===== src/rtl/bin_conv_0_mul_pipe.sv =====
// rtl/bin_conv_0_mul_pipe.sv - pipelined signed/unsigned multiplier with optional saturation
// Stage 1 registers the raw product, middle stages retime it, the last stage clamps and flags.
module bin_conv_0_mul_pipe #(
   parameter int DIN0_WIDTH = 15,
   parameter int DIN1_WIDTH = 5,
   parameter int DOUT_WIDTH = 16,
   parameter int NUM_STAGE  = 3,
   parameter int SATURATE   = 0
) (
   input  logic                  ap_clk,
   input  logic                  ap_rst,
   input  logic                  in_valid,
   output logic                  in_ready,
   input  logic [DIN0_WIDTH-1:0] din0,
   input  logic [DIN1_WIDTH-1:0] din1,
   input  logic                  is_signed,
   output logic                  out_valid,
   input  logic                  out_ready,
   output logic [DOUT_WIDTH-1:0] dout,
   output logic                  ovf
);
   localparam int PW = DIN0_WIDTH + DIN1_WIDTH;
   localparam logic [DOUT_WIDTH-1:0] U_MAX = '1;
   localparam logic [DOUT_WIDTH-1:0] S_MAX = U_MAX >> 1;
   localparam logic [DOUT_WIDTH-1:0] S_MIN = ~S_MAX;

   logic          stall;
   logic [PW-1:0] a_ext, b_ext, prod_c;
   logic [PW-1:0] fin_p;
   logic          fin_s, fin_v;

   assign stall    = out_valid & ~out_ready;
   assign in_ready = ~stall;

   // Extending both operands to full width makes one PW x PW multiply correct in either mode.
   always_comb begin
      a_ext  = {{DIN1_WIDTH{is_signed & din0[DIN0_WIDTH-1]}}, din0};
      b_ext  = {{DIN0_WIDTH{is_signed & din1[DIN1_WIDTH-1]}}, din1};
      prod_c = a_ext * b_ext;
   end

   generate
      if (NUM_STAGE == 1) begin : g_single
         assign fin_p = prod_c;
         assign fin_s = is_signed;
         assign fin_v = in_valid;
      end else begin : g_multi
         logic [PW-1:0]        p_q [NUM_STAGE-1];
         logic [NUM_STAGE-2:0] s_q;
         logic [NUM_STAGE-2:0] v_q;

         always_ff @(posedge ap_clk) begin
            if (ap_rst) begin
               v_q <= '0;
            end else if (!stall) begin
               v_q[0] <= in_valid;
               for (int k = 1; k < NUM_STAGE - 1; k++) v_q[k] <= v_q[k-1];
            end
         end

         always_ff @(posedge ap_clk) begin
            if (!stall) begin
               p_q[0] <= prod_c;
               s_q[0] <= is_signed;
               for (int k = 1; k < NUM_STAGE - 1; k++) begin
                  p_q[k] <= p_q[k-1];
                  s_q[k] <= s_q[k-1];
               end
            end
         end

         assign fin_p = p_q[NUM_STAGE-2];
         assign fin_s = s_q[NUM_STAGE-2];
         assign fin_v = v_q[NUM_STAGE-2];
      end
   endgenerate

   logic signed [PW-1:0]   top_s;
   logic                   ovf_c;
   logic [DOUT_WIDTH-1:0]  dout_c;

   // Signed fit: every bit from DOUT_WIDTH-1 upward must equal the sign bit.
   always_comb begin
      top_s  = $signed(fin_p) >>> (DOUT_WIDTH - 1);
      if (fin_s) ovf_c = !((top_s == '0) || (&top_s));
      else       ovf_c = |(fin_p >> DOUT_WIDTH);
      dout_c = fin_p[DOUT_WIDTH-1:0];
      if (SATURATE != 0 && ovf_c) begin
         if (!fin_s)             dout_c = U_MAX;
         else if (fin_p[PW-1])   dout_c = S_MIN;
         else                    dout_c = S_MAX;
      end
   end

   always_ff @(posedge ap_clk) begin
      if (ap_rst) begin
         out_valid <= 1'b0;
         dout      <= '0;
         ovf       <= 1'b0;
      end else if (!stall) begin
         out_valid <= fin_v;
         if (fin_v) begin
            dout <= dout_c;
            ovf  <= ovf_c;
         end
      end
   end
endmodule


===== config.mk =====
export PLATFORM = sky130hd
export DESIGN_NAME = bin_conv_0_mul_pipe
export DESIGN_NICKNAME = d
export VERILOG_FILES = /design/src/rtl/bin_conv_0_mul_pipe.sv
export SDC_FILE = /design/constraint.sdc
export NUM_CORES = 1
export LEC_CHECK = 0
export BUFFER_PORTS_ARGS = -buffer_cell sky130_fd_sc_hd__buf_2
export CAP_MARGIN = 15
export CORE_UTILIZATION = 60
export DETAILED_ROUTE_END_ITERATION = 8
export GPL_TIMING_DRIVEN = 0
export PLACE_DENSITY_LB_ADDON = 0.2
export RECOVER_POWER = 50
export SETUP_SLACK_MARGIN = 0.05
export SYNTH_ARGS = -nofsm -noshare
export SYNTH_HDL_FRONTEND = slang
export SYNTH_SLANG_ARGS = --single-unit

===== constraint.sdc =====
create_clock -name ap_clk -period 12.26 [get_ports ap_clk]
set_input_delay 0.613 -clock ap_clk [delete_from_list [all_inputs] [get_ports ap_clk]]
set_output_delay 0.613 -clock ap_clk [all_outputs]
set_load 0.01 [all_outputs]

### Yosys cells after proc, flatten, opt, wreduce, memory -nomap -nowiden

Memories as Yosys holds them, arrays and structs flattened.
Cells that the tools add are included.

| cells by class | value |
|---|---|
| muxes and demuxes | 2 |
| reduce and logical (&&, ||, !) cells | 6 |
| bitwise gates (word level) | 5 |
| $mul | 1 |

Operator list:

| cell | number |
|---|---|
| $logic_not A20 Y1 | 1 |
| $mul A16 B6 Y20 | 1 |
| $reduce_and A5 Y1 | 1 |
| $reduce_or A4 Y1 | 1 |
| $and A1 B1 Y1 | 3 |
| $mux W1 | 2 |
| $not A1 Y1 | 2 |
| $reduce_and A2 Y1 | 1 |
| $logic_not A1 Y1 | 1 |
| $logic_or A1 B1 Y1 | 1 |

| storage, ports and cells | value |
|---|---|
| output and inout port bits | 19 |
| input bits | 25 |
| bits in registers | 22 |
| bits in writable memories | 40 |
| memories | 1 |

Memories:

| name | words | width | rd ports | clocked after memory_dff | write ports | RTL line | source |
|---|---|---|---|---|---|---|---|
| g_multi.p_q | 2 | 20 | 2 | 0 | 2 | 48 | `logic [PW-1:0] p_q [NUM_STAGE-1];` |

### Logic depth before layout (Yosys ltp)

Gate-level depths: netlist of the first run.

| depth | value |
|---|---|
| depth after elaboration | 4 |
| gate-level depth with buffers | 16 |
| gate-level depth less buffers | 15 |

### Least setup slack after synthesis of the first run

Ideal clock, no wire load.

| path | value |
|---|---|
| path kind | in2reg |
| start | input port is_signed |
| end | memory g_multi.p_q[0][13] (netlist bit) (data pin) |
| cell stages on the path | 15 |
| arrival time | 4.374 ns |
| slack | 7.626 ns |
| buffers on the path | 0 |
| required time | 12.000 ns |
| path through | nand2_1 or2_2 fa_1 fa_1 inv_1 fa_1 inv_1 fa_1 inv_1 ha_1 a211oi_2 o21ai_2 or2_1 a31oi_1 xnor2_1 |

RTL lines:

| what | RTL line | source |
|---|---|---|
| start: declaration | 16 | `input logic is_signed,` |
| end: declaration | 48 |  |

==> results_dict.tcl, run 1 <==
set metrics [dict create \
    holdBufCountCts 0 \
    yosysTopAreaCell "edfxtp_1" \
    netlist_instances 453 \
    violations "capacitance limit, slew limit" \
    final_cell_mix "66 x and2_1, 61 x fa_1, 48 x nand2_1" \
    initial_core_util_pct 62.8 \
    p_per_area_nw_per_um2 164 \
    numCtsBuffers 9 \
    io_buffers 42 \
    tightestPinTransition_ps 2460 \
    overflow 0 \
    h-tree-depth 3 \
    io_pins 44 \
    async_reset_ff_share_pct 0 \
    cts_setup_buffers 0 \
    grt_usage_pct 22.6 \
    fp.dieH_um 92.4 \
    synth_cell_types 39 \
    critPathArrivalTime_ps 5150 \
    grt_pass1_vias 3269 \
    end_kind "register" \
    start_kind "input pin" \
    grt_pass1_wl_mm 14.9 \
    hp-class "register to register" \
    timing.fmax_mhz 197 \
    fin_skew_ps 2.80 \
    cp_slowest_stage_delay_ps 590 \
    tns_ps 0 \
    clk_pin_slew_ps 60 \
    finalNetCount 628 \
    slew_headroom_pct -63.8 \
    status "finished, violations left" \
    coreArea_um2 7810 \
    maxCapViolCount 1 \
    final_cell_count_no_fill 613 \
    syn_area_um2 4910 \
    syn2layout_area_growth_pct 10.0 \
    vias 3241 \
    synth_area_leaders "edfxtp_1 26%, fa_1 25%, ha_1 9.2%" \
    vdd_drop_max_uv 61.8 \
    final_max_slew_viol_count 50 \
    row_count 32 \
    leakage_nw 2.41 \
    die_area_um2 8540 \
    crit_top_cell "fa_1" \
    ant_nets 0 \
    drt-total-wl_mm 8.72 \
    ys_warn_count 0 \
    hold_viol_final 0 \
    post-route-period-util_pct 41.4 \
    criticalPathCategory "input pin to register" \
    ys_ff_latch 62 \
    cts_sinks 62 \
    syn_area_per_cell_um2 10.8 \
    synth_edf_count 42 \
    routabilityCongestion 0.881 \
    fin_crit_ps 5070 \
    drt_iter0_drc 146 \
    rsz0062_at_grt "false" \
    dpl.cell_count 597 \
    critical_path.cell_chain "clkbuf_1 -> nand2_1 -> or2_2 -> fa_1 -> fa_1 -> inv_1 -> fa_1 -> inv_1 -> fa_1 -> inv_1 -> ha_1 -> a211oi_2 -> o21ai_2 -> o211ai_1 -> a31oi_1 -> xnor2_1" \
    clk_latency_ps 320 \
    ys_seq_area_share_pct 33.9 \
    syn_nets 575 \
    ys.flop_type "edfxtp_1" \
    required_ps 12330 \
    cts_tree "yes" \
    worst_path_max_delay_cell "fa_1" \
    diodes 0 \
    setup_viol 0 \
    drive_above_1_share_pct 9.59 \
    via_per_inst 5.29 \
    cts_buffer_depth 2 \
    wl_per_cell_um 14.2 \
    postCtsResizedCells 0 \
    nFillCells 633 \
    drc_errors 0 \
    root_buffer "clkbuf_8" \
    drtPass1Iterations 4 \
    synth_top_area_share_pct 25.7 \
    die_w_um 92.4 \
    antenna_found_initial 0 \
    cp_max_fo 7 \
    grt_max_degree 50 \
    hpwl_mm 6.99 \
    final_common_cell "and2_1" \
]
## through the flow
step / setup slack, ps / total power, mW / util, % / instance area, µm² / hold slack [ps]
floorplan: 7630 / 0.633 / - / 4910 / 400
global placement: 7130 / 0.701 / 67.2 / 5240 / 401
detailed placement: 7010 / 0.724 / 67.2 / 5240 / 405
CTS: 7360 / 0.891 / 69.5 / 5420 / 419
global route: 6950 / 0.959 / 69.2 / 5400 / 423
finish: 7190 / 0.884 / 69.2 / 5400 / 419
## worst paths after layout
kind                                                endpoint                        start  depth (start not counted)  slack, ps
worst min-delay path            g_multi.p_q[0][23]$_DFFE_PN_  g_multi.p_q[0][3]$_DFFE_PN_                          0        420
worst max-delay path            g_multi.p_q[0][19]$_DFFE_PN_                    is_signed                         16       7190
worst max register to register              ovf$_SDFFE_PP0P_       out_valid$_SDFFE_PP0N_                          6       8830
worst min register to register  g_multi.p_q[0][23]$_DFFE_PN_  g_multi.p_q[0][3]$_DFFE_PN_                          0        420
## cell families after synthesis
| family | synth area share, % |
|---|---|
| xor gates and xnor gates | 3.39 |
| adders and majority gates | 34.1 |
| AOI/OAI and AO/OA | 7.06 |
| buffers and inverters | 4.54 |
| DFF | 33.9 |
| and+or+nand+nor | 16.9 |
| muxes | 0.204 |
## flip-flops by register name, indices dropped and copies added, names as in the netlist
name / flops
g_multi.s_q: 2
g_multi.p_q: 40
g_multi.v_q: 2
dout: 16
ovf: 1
out_valid: 1
## cell usage after synthesis (3+ instances only)
library cell,count
and3_1,4
xor2_1,5
xnor2_1,14
nand2_1,48
or2_2,5
a21o_1,5
nand3_1,4
clkbuf_1,8
buf_2,3
o211ai_1,4
fa_1,61
nor2_1,21
inv_1,46
edfxtp_1,42
ha_1,36
a31oi_1,3
dfxtp_1,20
and2_1,68
a21oi_1,30
## power breakdown
| part | total [mW] | internal [mW] | switching (mW) |
|---|---|---|---|
| sequential | 0.336 | 0.317 | 0.0195 |
| clock | 0.162 | 0.0913 | 0.0705 |
| combinational | 0.385 | 0.174 | 0.212 |
| total | 0.884 | 0.582 | 0.302 |
## critical path: cells and delay by family
kind / cells / cell delay (ps)
buffers and inverters: 4 / 450
AO/OA/AOI/OAI: 4 / 790
AND/OR/NAND/NOR: 2 / 640
XOR/XNOR: 1 / 140
adder cells (fa/ha/maj): 5 / 2500
## final cells by class
class	instances	area [µm²]	area share [%]
repair buffers	42	186	3.45
clock buffers	10	128	2.36
well taps	102	128	2.36
inverters	46	173	3.20
multi-input cells	333	3020	56.0
clock inverters	6	52.6	0.973
flip-flops and latches	62	1660	30.8
plain buffers	12	48.8	0.904
## per-layer routing
layer | share of wire [%] | wire length, µm | vias up | global-route usage, %
met4 | 1.7 | 149 | 0 | 8.33
met5 | 0 | 0 | - | 0
met2 | 49 | 4240 | 77 | 37.5
li1 | - | - | 1583 | -
met3 | 3.6 | 314 | 11 | 4.02
met1 | 46 | 4020 | 1570 | 29.9
No activity file was read; power rests on OpenSTA's default activity.
==> inputs of run 2 (changes only) <==
--- a/config.mk
+++ b/config.mk
@@ -7,7 +7,7 @@
 export LEC_CHECK = 0
 export BUFFER_PORTS_ARGS = -buffer_cell sky130_fd_sc_hd__buf_2
 export CAP_MARGIN = 15
-export CORE_UTILIZATION = 60
+export CORE_UTILIZATION = 55
 export DETAILED_ROUTE_END_ITERATION = 8
 export GPL_TIMING_DRIVEN = 0
 export PLACE_DENSITY_LB_ADDON = 0.2
==> constraint.sdc (replaced) <==
create_clock -name ap_clk -period 4.6 [get_ports ap_clk]
set_input_delay 0.23 -clock ap_clk [delete_from_list [all_inputs] [get_ports ap_clk]]
set_output_delay 0.23 -clock ap_clk [all_outputs]
set_load 0.01 [all_outputs]
==> run 2 against run 1 <==
  * Cell count is 0.65% higher
  * Largest cell class unchanged
  * Flip-flop and latch count stayed put
  * Global-route usage is 3.0 points lower
  * Highest routed layer unchanged
  * The flow still finishes with violations (capacitance limit, slew limit)
  * Core utilization is 6.4 points lower
  * Critical path depth is 1 lower
  * Sequential power grew to 2.7 times the previous value
  * Hold slack worse by 270 ps
  * Combinational power grew to 2.6 times the previous value
  * Clock skew is 7.3 ps higher
  * Largest power group unchanged
==> results_dict.tcl, run 2 (synthesized netlist as in run 1, its figures left out) <==
set metrics [dict create \
    final_cell_count_no_fill 617 \
    postPlaceCellArea_um2 5250 \
    worst_path_max_delay_cell "fa_1" \
    grt_max_degree 50 \
    hold_viol_final 0 \
    wl_per_cell_um 13.1 \
    crit_top_cell "fa_1" \
    die_w_um 96.4 \
    clk_pin_slew_ps 70 \
    grt_pass1_wl_mm 13.8 \
    root_buffer "clkbuf_8" \
    hp-class "input pin to register" \
    final_cell_mix "67 x and2_1, 61 x fa_1, 47 x nand2_1" \
    vias 3198 \
    rsz0062_at_grt "false" \
    io_buffers 42 \
    via_per_inst 5.18 \
    h-tree-depth 3 \
    vdd_drop_max_uv 193 \
    drive_above_1_share_pct 10.2 \
    top_register "g_multi.p_q" \
    required_ps 4660 \
    reg2reg_slack_ps 1310 \
    fin_crit_ps 4370 \
    start_kind "input pin" \
    initial_core_util_pct 56.5 \
    diodes 0 \
    holdBufCountCts 0 \
    drt-total-wl_mm 8.07 \
    criticalPathCategory "input pin to register" \
    leakage_nw 2.43 \
    final_common_cell "and2_1" \
    tns_ps 0 \
    cp_max_fo 10 \
    critical_path.cell_chain "clkbuf_4 -> nand2_4 -> clkbuf_1 -> nor2_1 -> fa_1 -> inv_1 -> fa_1 -> inv_1 -> fa_1 -> ha_1 -> ha_1 -> and3_1 -> a311oi_1 -> a31oi_1 -> xnor2_1" \
    final_max_slew_viol_count 50 \
    io_pins 44 \
    slew_headroom_pct -54.5 \
    dpl.cell_count 603 \
    p_per_area_nw_per_um2 435 \
    cts_tree "yes" \
    drt_iter0_drc 138 \
    overflow 0 \
    drc_errors 0 \
    grt_pass1_vias 3049 \
    syn2layout_area_growth_pct 10.9 \
    largest_register_ffs 40 \
    grt_usage_pct 19.6 \
    timing.fmax_mhz 229 \
    critPathArrivalTime_ps 4430 \
    tightestPinTransition_ps 2320 \
    drtPass1Iterations 4 \
    antenna_found_initial 0 \
    die_area_um2 9300 \
    fin_skew_ps 10.1 \
    coreArea_um2 8680 \
    fin_util_pct 62.7 \
    maxCapViolCount 1 \
    cts_buffer_depth 2 \
    cp_slowest_stage_delay_ps 590 \
    end_kind "register" \
    final_area_um2 5440 \
    finalNetCount 626 \
    post-route-period-util_pct 95.0 \
    hold_ws_ps 152 \
    violations "capacitance limit, slew limit" \
    ant_nets 0 \
    fp.dieH_um 96.4 \
    status "finished, violations left" \
    clk_latency_ps 320 \
    setup_viol 0 \
    hpwl_mm 6.60 \
    row_count 34 \
    routabilityCongestion 0.903 \
    numCtsBuffers 9 \
    cts_sinks 62 \
    reg_top3 "g_multi.p_q x40, dout x16" \
]
run 2: changes by cell type in the layout (fill, tap and decap cells not counted), moves of 2 or more:
cell      delta
clkbuf_1     -2
buf_2        -2
clkbuf_4     +2
clkinv_1     -2
run 2: routing by layer:
layer  GRT usage, %  vias up  routed length [µm]
met3           3.91        6                 292
met4           5.15        0                  72
met2           32.2       70                3760
li1               -     1582                   -
met1           26.7     1540                3940
met5              0        -                   0
run 2: timing repair:
| action | in CTS | in global routing |
|---|---|---|
| setup buffers | 0 | 0 |
| resized for setup | 0 | 6 |
| setup endpoints to repair | 0 | 6 |
run 2: area by class of cell:
| cell class | instances | area, µm² |
|---|---|---|
| Timing Repair Buffer | 42 | 191 |
| Tap cell | 108 | 135 |
| Clock inverter | 3 | 40.0 |
| Multi-Input combinational cell | 333 | 3030 |
| Clock buffer | 13 | 170 |
| Buffer | 10 | 42.5 |
| Fill cell | 728 | 3240 |
| Inverter | 46 | 173 |
| Sequential cell | 62 | 1660 |
run 2: worst max-delay path: cells and delay by family:
| kind | cells | cell delay [ps] |
|---|---|---|
| simple gates | 3 | 490 |
| xor+xnor | 1 | 140 |
| compound gates | 2 | 580 |
| buf+inv | 4 | 710 |
| fa+ha+maj | 5 | 2260 |
run 2: worst paths after layout:
| kind | startpoint | end | cells after the start |
|---|---|---|---|
| hold reg to reg | g_multi.p_q[0][9]$_DFFE_PN_ | g_multi.p_q[0][29]$_DFFE_PN_ | 0 |
| setup / recovery | is_signed | g_multi.p_q[0][19]$_DFFE_PN_ | 15 |
| setup reg to reg | out_valid$_SDFFE_PP0N_ | ovf$_SDFFE_PP0P_ | 6 |
| hold / removal | in_valid | g_multi.v_q[0]$_SDFFE_PP0N_ | 3 |
run 2: per-stage QoR:
step,setup WS (ps),total power [mW]
5_1_grt,39.4,2.59
3_5_place_dp,-262,1.90
2_1_floorplan,349,1.69
4_1_cts,71.0,2.39
6_report,232,2.37
3_3_place_gp,-163,1.87
run 2: power breakdown:
part           switching [mW]  leakage (nW)  internal (mW)
clock                   0.179         0.109          0.296
sequential             0.0474         0.609          0.844
combinational           0.543          1.71          0.458
